--- src/rtl/prince_mask_pkg.sv ---
// Shared constants and types for the 3-share masked PRINCE datapath.
package prince_mask_pkg;
   localparam int NSHARES         = 3;
   localparam int CHUNK_W         = 16;
   localparam int NCHUNK          = 4;
   localparam int STATE_W         = 64;
   localparam int SBOX_GRP_RAND_W = 168;
   localparam int IDX_W           = $clog2(NCHUNK);

   typedef enum logic [1:0] {ST_IDLE, ST_FEED, ST_DRAIN, ST_DONE} sched_state_e;
endpackage

--- src/rtl/prince_tag_pipe.sv ---
// Shift register of {valid, chunk index} tracking chunks inside the S-box group pipeline.
module prince_tag_pipe
   import prince_mask_pkg::*;
#(
   parameter int DEPTH = 4
) (
   input  logic             i_clk,
   input  logic             i_rst_n,
   input  logic             i_vld,
   input  logic [IDX_W-1:0] i_idx,
   output logic             o_vld,
   output logic [IDX_W-1:0] o_idx,
   output logic             o_any_vld
);
   logic [DEPTH-1:0]            r_vld;
   logic [DEPTH-1:0][IDX_W-1:0] r_idx;

   always_ff @(posedge i_clk or negedge i_rst_n) begin
      if (!i_rst_n) begin
         r_vld <= '0;
         r_idx <= '0;
      end else begin
         r_vld[0] <= i_vld;
         r_idx[0] <= i_idx;
         for (int i = 1; i < DEPTH; i++) begin
            r_vld[i] <= r_vld[i-1];
            r_idx[i] <= r_idx[i-1];
         end
      end
   end

   assign o_vld     = r_vld[DEPTH-1];
   assign o_idx     = r_idx[DEPTH-1];
   assign o_any_vld = |r_vld;
endmodule

--- src/rtl/prince_sbox_layer_sched.sv ---
// Feeds a latched 3-share 64-bit state to the 16-bit S-box group chunk by chunk and
// reassembles the returned chunks; every share keeps its own registers and muxes.
module prince_sbox_layer_sched
   import prince_mask_pkg::*;
#(
   parameter int SBOX_LAT = 4,
   parameter int NCHUNK   = 4
) (
   input  logic               i_clk,
   input  logic               i_rst_n,
   input  logic               i_start,
   input  logic [STATE_W-1:0] i_state_in1,
   input  logic [STATE_W-1:0] i_state_in2,
   input  logic [STATE_W-1:0] i_state_in3,
   output logic               o_busy,
   output logic               o_done,
   output logic [STATE_W-1:0] o_state_out1,
   output logic [STATE_W-1:0] o_state_out2,
   output logic [STATE_W-1:0] o_state_out3,
   output logic [CHUNK_W-1:0] o_sb_in1,
   output logic [CHUNK_W-1:0] o_sb_in2,
   output logic [CHUNK_W-1:0] o_sb_in3,
   input  logic [CHUNK_W-1:0] i_sb_out1,
   input  logic [CHUNK_W-1:0] i_sb_out2,
   input  logic [CHUNK_W-1:0] i_sb_out3,
   output logic               o_rnd_en
);
   localparam logic [IDX_W-1:0] K_LAST = IDX_W'(NCHUNK - 1);

   sched_state_e r_state, w_state_nxt;
   logic [IDX_W-1:0] r_k, w_k_nxt;
   logic             w_accept, w_feed_next;
   logic             w_tag_vld, w_any_vld;
   logic [IDX_W-1:0] w_tag_idx;

   logic [NSHARES-1:0][STATE_W-1:0] w_st_in, w_out;
   logic [NSHARES-1:0][CHUNK_W-1:0] w_sb_out, w_sb_in;

   assign w_st_in     = {i_state_in3, i_state_in2, i_state_in1};
   assign w_sb_out    = {i_sb_out3, i_sb_out2, i_sb_out1};
   assign w_accept    = (r_state == ST_IDLE) && i_start;
   assign w_feed_next = (r_state == ST_FEED) && (r_k != K_LAST);
   assign w_k_nxt     = r_k + 1'b1;

   always_ff @(posedge i_clk or negedge i_rst_n) begin
      if (!i_rst_n) r_state <= ST_IDLE;
      else          r_state <= w_state_nxt;
   end

   always_comb begin
      w_state_nxt = r_state;
      unique case (r_state)
         ST_IDLE:  if (i_start) w_state_nxt = ST_FEED;
         ST_FEED:  if (r_k == K_LAST) w_state_nxt = ST_DRAIN;
         ST_DRAIN: if (w_tag_vld && (w_tag_idx == K_LAST)) w_state_nxt = ST_DONE;
         ST_DONE:  w_state_nxt = ST_IDLE;
         default:  w_state_nxt = ST_IDLE;
      endcase
   end

   // rnd_en also covers chunks still in flight after FEED ends
   always_comb begin
      o_busy   = 1'b0;
      o_done   = 1'b0;
      o_rnd_en = w_any_vld;
      unique case (r_state)
         ST_IDLE:  ;
         ST_FEED:  begin o_busy = 1'b1; o_rnd_en = 1'b1; end
         ST_DRAIN: o_busy = 1'b1;
         ST_DONE:  begin o_busy = 1'b1; o_done = 1'b1; end
         default:  ;
      endcase
   end

   always_ff @(posedge i_clk or negedge i_rst_n) begin
      if (!i_rst_n)                 r_k <= '0;
      else if (w_accept)            r_k <= '0;
      else if (r_state == ST_FEED)  r_k <= w_k_nxt;
   end

   prince_tag_pipe #(.DEPTH(SBOX_LAT)) u_tag_pipe (
      .i_clk     (i_clk),
      .i_rst_n   (i_rst_n),
      .i_vld     (r_state == ST_FEED),
      .i_idx     (r_k),
      .o_vld     (w_tag_vld),
      .o_idx     (w_tag_idx),
      .o_any_vld (w_any_vld)
   );

   // sb_in is registered and forced to zero outside FEED so stale chunks never glitch together
   for (genvar s = 0; s < NSHARES; s++) begin : g_sh
      logic [STATE_W-1:0] r_sh, r_out;
      logic [CHUNK_W-1:0] r_sb_in;

      always_ff @(posedge i_clk or negedge i_rst_n) begin
         if (!i_rst_n) begin
            r_sh    <= '0;
            r_out   <= '0;
            r_sb_in <= '0;
         end else begin
            if (w_accept) begin
               r_sh    <= w_st_in[s];
               r_sb_in <= w_st_in[s][CHUNK_W-1:0];
            end else if (w_feed_next) begin
               r_sb_in <= r_sh[w_k_nxt*CHUNK_W +: CHUNK_W];
            end else begin
               r_sb_in <= '0;
            end
            if (w_tag_vld) r_out[w_tag_idx*CHUNK_W +: CHUNK_W] <= w_sb_out[s];
         end
      end

      assign w_sb_in[s] = r_sb_in;
      assign w_out[s]   = r_out;
   end

   assign o_sb_in1     = w_sb_in[0];
   assign o_sb_in2     = w_sb_in[1];
   assign o_sb_in3     = w_sb_in[2];
   assign o_state_out1 = w_out[0];
   assign o_state_out2 = w_out[1];
   assign o_state_out3 = w_out[2];
endmodule
--- config.mk ---
export PLATFORM = sky130hd
export DESIGN_NAME = prince_sbox_layer_sched
export DESIGN_NICKNAME = d
export VERILOG_FILES = /design/src/rtl/prince_mask_pkg.sv /design/src/rtl/prince_tag_pipe.sv /design/src/rtl/prince_sbox_layer_sched.sv
export SDC_FILE = /design/constraint.sdc
export NUM_CORES = 1
export LEC_CHECK = 0
export CAP_MARGIN = 20
export CORE_MARGIN = 2
export CORE_UTILIZATION = 45
export CTS_CLUSTER_SIZE = 12
export DETAILED_ROUTE_END_ITERATION = 7
export HOLD_SLACK_MARGIN = 0.03
export PLACE_DENSITY = 0.87
export SYNTH_ARGS = -nofsm -noshare
export SYNTH_HDL_FRONTEND = slang
export SYNTH_SLANG_ARGS = --single-unit
--- constraint.sdc ---
create_clock -name i_clk -period 5 [get_ports i_clk]
set_clock_uncertainty 0.15 [all_clocks]
set_input_delay 1 -clock i_clk [delete_from_list [all_inputs] [get_ports i_clk]]
set_output_delay 1 -clock i_clk [all_outputs]
set_load 0.02 [all_outputs]
==> impl_metrics.py <==
metrics = {
    "logic_synthesis": {
        "synth_compound_area_frac": 0.122,
        "synthAdderAreaFrac": 0.00722,
        "synth.area.top_cells": "dfrtp_1, mux2_2, a22o_1",
        "synth-simple-area-share": 0.00679,
        "synth_top_family_by_area": "multiplexers",
        "ys_seq_area_frac": 0.647,
        "synth-xor-area-share": 0.000505,
        "ys_ff_latch": 448,
        "synth_top_cell_area_share": 0.647,
        "yosysWarnings": 0,
        "ys_types": 27,
        "syn_area_sq_mm": 0.0173,
        "synthMuxAreaShare": 0.188,
        "syn-instance-count": 1051,
        "synth_top_cell_by_area": "dfrtp_1",
        "avgSynthCellArea_sq_um": 16.5,
        "syn-num-nets": 1304,
    },
    "worst_setup_path": {
        "crit_buf_inv": 2,
        "cpMaxStageDelayCell": "clkdlybuf4s50_1",
        "path_delay_family": "buffers and inverters",
        "crit_fanout": 5,
        "endpoint_kind": "output pin",
        "max_stage_delay_ps": 640,
        "reg2reg_slack_ps": 2100,
        "worstPathCellList": "inv_1 -> ha_1 -> nor3_1 -> nand2_1 -> clkdlybuf4s50_1",
        "crit_type": "flip-flop to output pin",
        "cp_data_required_time_ps": 3850,
        "worstPathArrival_ps": 2120,
        "start_kind": "flip-flop",
    },
    "flow_run": {
        "drv_cap": 0,
    },
    "detailed_routing": {
        "drtPass1Iterations": 4,
        "vias": 11800,
        "drtIter0Drc": 720,
        "vias_per_cell": 5.70,
        "drc": 0,
        "wire_per_inst_um": 23.9,
        "routed_wl_mm": 49.4,
        "route.antenna.remaining_nets": 0,
    },
    "clocking": {
        "cts_buffer_depth": 3,
        "cts_buffers": 46,
        "path_clk_slew_ps": 60,
        "root_buffer": "clkbuf_16",
        "cts_setup_buffers": 0,
        "postCtsHoldBufs": 0,
        "htreeDepth": 2,
        "insertion_delay_ps": 560,
        "clock-sinks": 448,
        "cts_resized": 0,
        "cts_tree": "done",
    },
    "sta": {
        "finalHoldViolCount": 0,
        "worst_pin_slew_ps": 1040,
        "hold_ws_ps": 197,
        "setup_viol": 0,
        "max_freq_mhz": 306,
        "drv_slew": 0,
        "finalCritPeriodShare": 0.654,
        "fin_tns_setup_ps": 0,
        "fin_crit_ps": 3270,
        "relSlewSlack": 0.305,
        "rsz0062_at_grt": "false",
    },
    "placement": {
        "place_inst": 1985,
        "hpwl_mm": 33.6,
        "placed_area_sq_mm": 0.0226,
        "place.gp.congestion": 0.832,
        "place.port_buffers": 485,
    },
    "grt": {
        "overflow": 0,
        "antenna_found_initial": 4,
        "grt_max_degree": 171,
        "grt_use_total": 0.248,
        "grt_pass1_wl_mm": 77.1,
        "first_global_vias": 12700,
    },
    "power": {
        "clkPwrFrac": 0.204,
        "max-vdd-ir-drop_v": 0.000392,
        "internal_power_mw": 10.5,
        "sw_frac_of_total": 0.324,
        "p_leak_nw": 10.4,
        "power.density_mw_per_mm2": 648,
        "power.share.combinational": 0.406,
        "p_seq_frac": 0.390,
        "power_switching_mw": 5.05,
    },
    "floorplanning": {
        "die-area_sq_mm": 0.0401,
        "die_w_um": 200,
        "start_util": 0.459,
        "core.rowCount": 71,
        "die_h_um": 200,
        "core-area_sq_mm": 0.0378,
        "io_pins": 486,
    },
    "finish": {
        "nets": 1776,
        "drive_above_1_share": 0.217,
        "utilization": 0.637,
        "syn_to_final_growth_pct": 38.8,
        "finalInstanceArea_sq_mm": 0.0240,
        "fillers": 2620,
        "final_cells": 2063,
    },
    "outcome": {
        "status": "complete, no violations",
    },
    "min_path": {
        "hold_class": "flip-flop to flip-flop",
    },
}
==> flip-flops by register name, indices dropped and copies added, names as in the netlist <==
| register | cells |
|---|---|
| g_sh.r_sh | 192 |
| o_sb_in1 | 16 |
| o_sb_in2 | 16 |
| o_sb_in3 | 16 |
| o_state_out1 | 64 |
| o_state_out2 | 64 |
| o_state_out3 | 64 |
| r_k | 2 |
| r_state | 2 |
| u_tag_pipe.o_idx | 2 |
| u_tag_pipe.r_idx | 6 |
| u_tag_pipe.r_vld | 4 |
==> worst paths after layout <==
path | from | end | cells past startpoint
setup / recovery | r_state[1]$_DFFE_PN0P_ | o_rnd_en | 5
hold / removal | u_tag_pipe.r_idx[4]$_DFF_PN0_ | u_tag_pipe.o_idx[0]$_DFF_PN0_ | 0
setup reg to reg | r_k[0]$_DFFE_PN0P_ | o_sb_in2[12]$_DFF_PN0_ | 4
hold reg to reg | u_tag_pipe.r_idx[4]$_DFF_PN0_ | u_tag_pipe.o_idx[0]$_DFF_PN0_ | 0
max in group asynchronous | i_rst_n | g_sh[1].r_sh[27]$_DFFE_PN0P_ | 2
min in group asynchronous | i_rst_n | o_state_out2[34]$_DFFE_PN0P_ | 1
==> per-stage QoR <==
step / setup slack (ps) / total power [mW]
2_1_floorplan: 2790 / 9.82
3_3_place_gp: 1760 / 12.1
3_5_place_dp: 1730 / 12.4
4_1_cts: 1670 / 15.7
5_1_grt: 1610 / 16.3
6_report: 1730 / 15.6
==> layer usage <==
| metal | share of wire | GRT usage | up-vias |
|---|---|---|---|
| met5 | 0.00065 | 0 | - |
| met4 | 0.037 | 0.102 | 4 |
| met3 | 0.087 | 0.0706 | 115 |
| met2 | 0.51 | 0.431 | 551 |
| met1 | 0.36 | 0.290 | 6145 |
| li1 | - | - | 4945 |
==> cells in the final DEF (no fill, tap or decap), types with 2 or more instances in the layout <==
master	netlist	layout
clkbuf_1	25	16
mux4_2	48	48
buf_4	19	15
ha_1	10	9
clkbuf_8	0	4
buf_12	2	7
nand2_2	1	4
nor2_1	4	3
a22o_1	240	240
dfrtp_1	448	447
clkinv_2	0	7
clkdlybuf4s50_1	0	484
nand2_1	5	2
clkbuf_16	0	49
inv_1	6	6
mux2_2	193	193
==> cell type report <==
type	instances	area, sq um	area share
inverters	6	22.5	0.000937
multi-input cells	514	5680	0.236
clock buffers	69	1340	0.0558
clock inverters	7	35.0	0.00146
repair buffers	507	5110	0.213
well taps	511	639	0.0266
flip-flops and latches	448	11200	0.466
diodes	1	2.50	0.000104
==> power by group through the flow <==
stage | clock network [mW] | registers [mW] | logic (mW)
6_report | 3.18 | 6.08 | 6.32
5_1_grt | 3.40 | 6.25 | 6.68
4_1_cts | 3.24 | 6.09 | 6.36
3_5_place_dp | 0 | 6.12 | 6.32
3_3_place_gp | 0 | 6.01 | 6.09
2_1_floorplan | 0 | 6.69 | 3.13
==> cell usage after synthesis, drive strengths merged <==
library cell  instances
a221oi                1
a22o                240
and2                  1
and3                  1
and4bb                1
buf                  58
clkbuf               25
dfrtp               448
ha                   10
inv                   6
mux2                193
mux2i                 1
mux4                 48
nand2                 6
nand3b                1
nor2                  4
nor2b                 2
nor3                  1
nor3b                 1
nor4b                 1
o32a                  1
xnor2                 1
==> worst register-to-register path, cell delays in order, from the launching register on <==
cell and delay (ps):
dfrtp_4 630, ha_2 800, buf_4 540, mux4_2 430, a22o_1 230
==> cell families after synthesis <==
family,Yosys count
AND/OR/NAND/NOR,19
buffers and inverters,89
XOR/XNOR,1
flip-flops,448
adder cells (fa/ha/maj),10
multiplexers,242
AO/OA/AOI/OAI,242
Power figures use the tool's default switching activity.
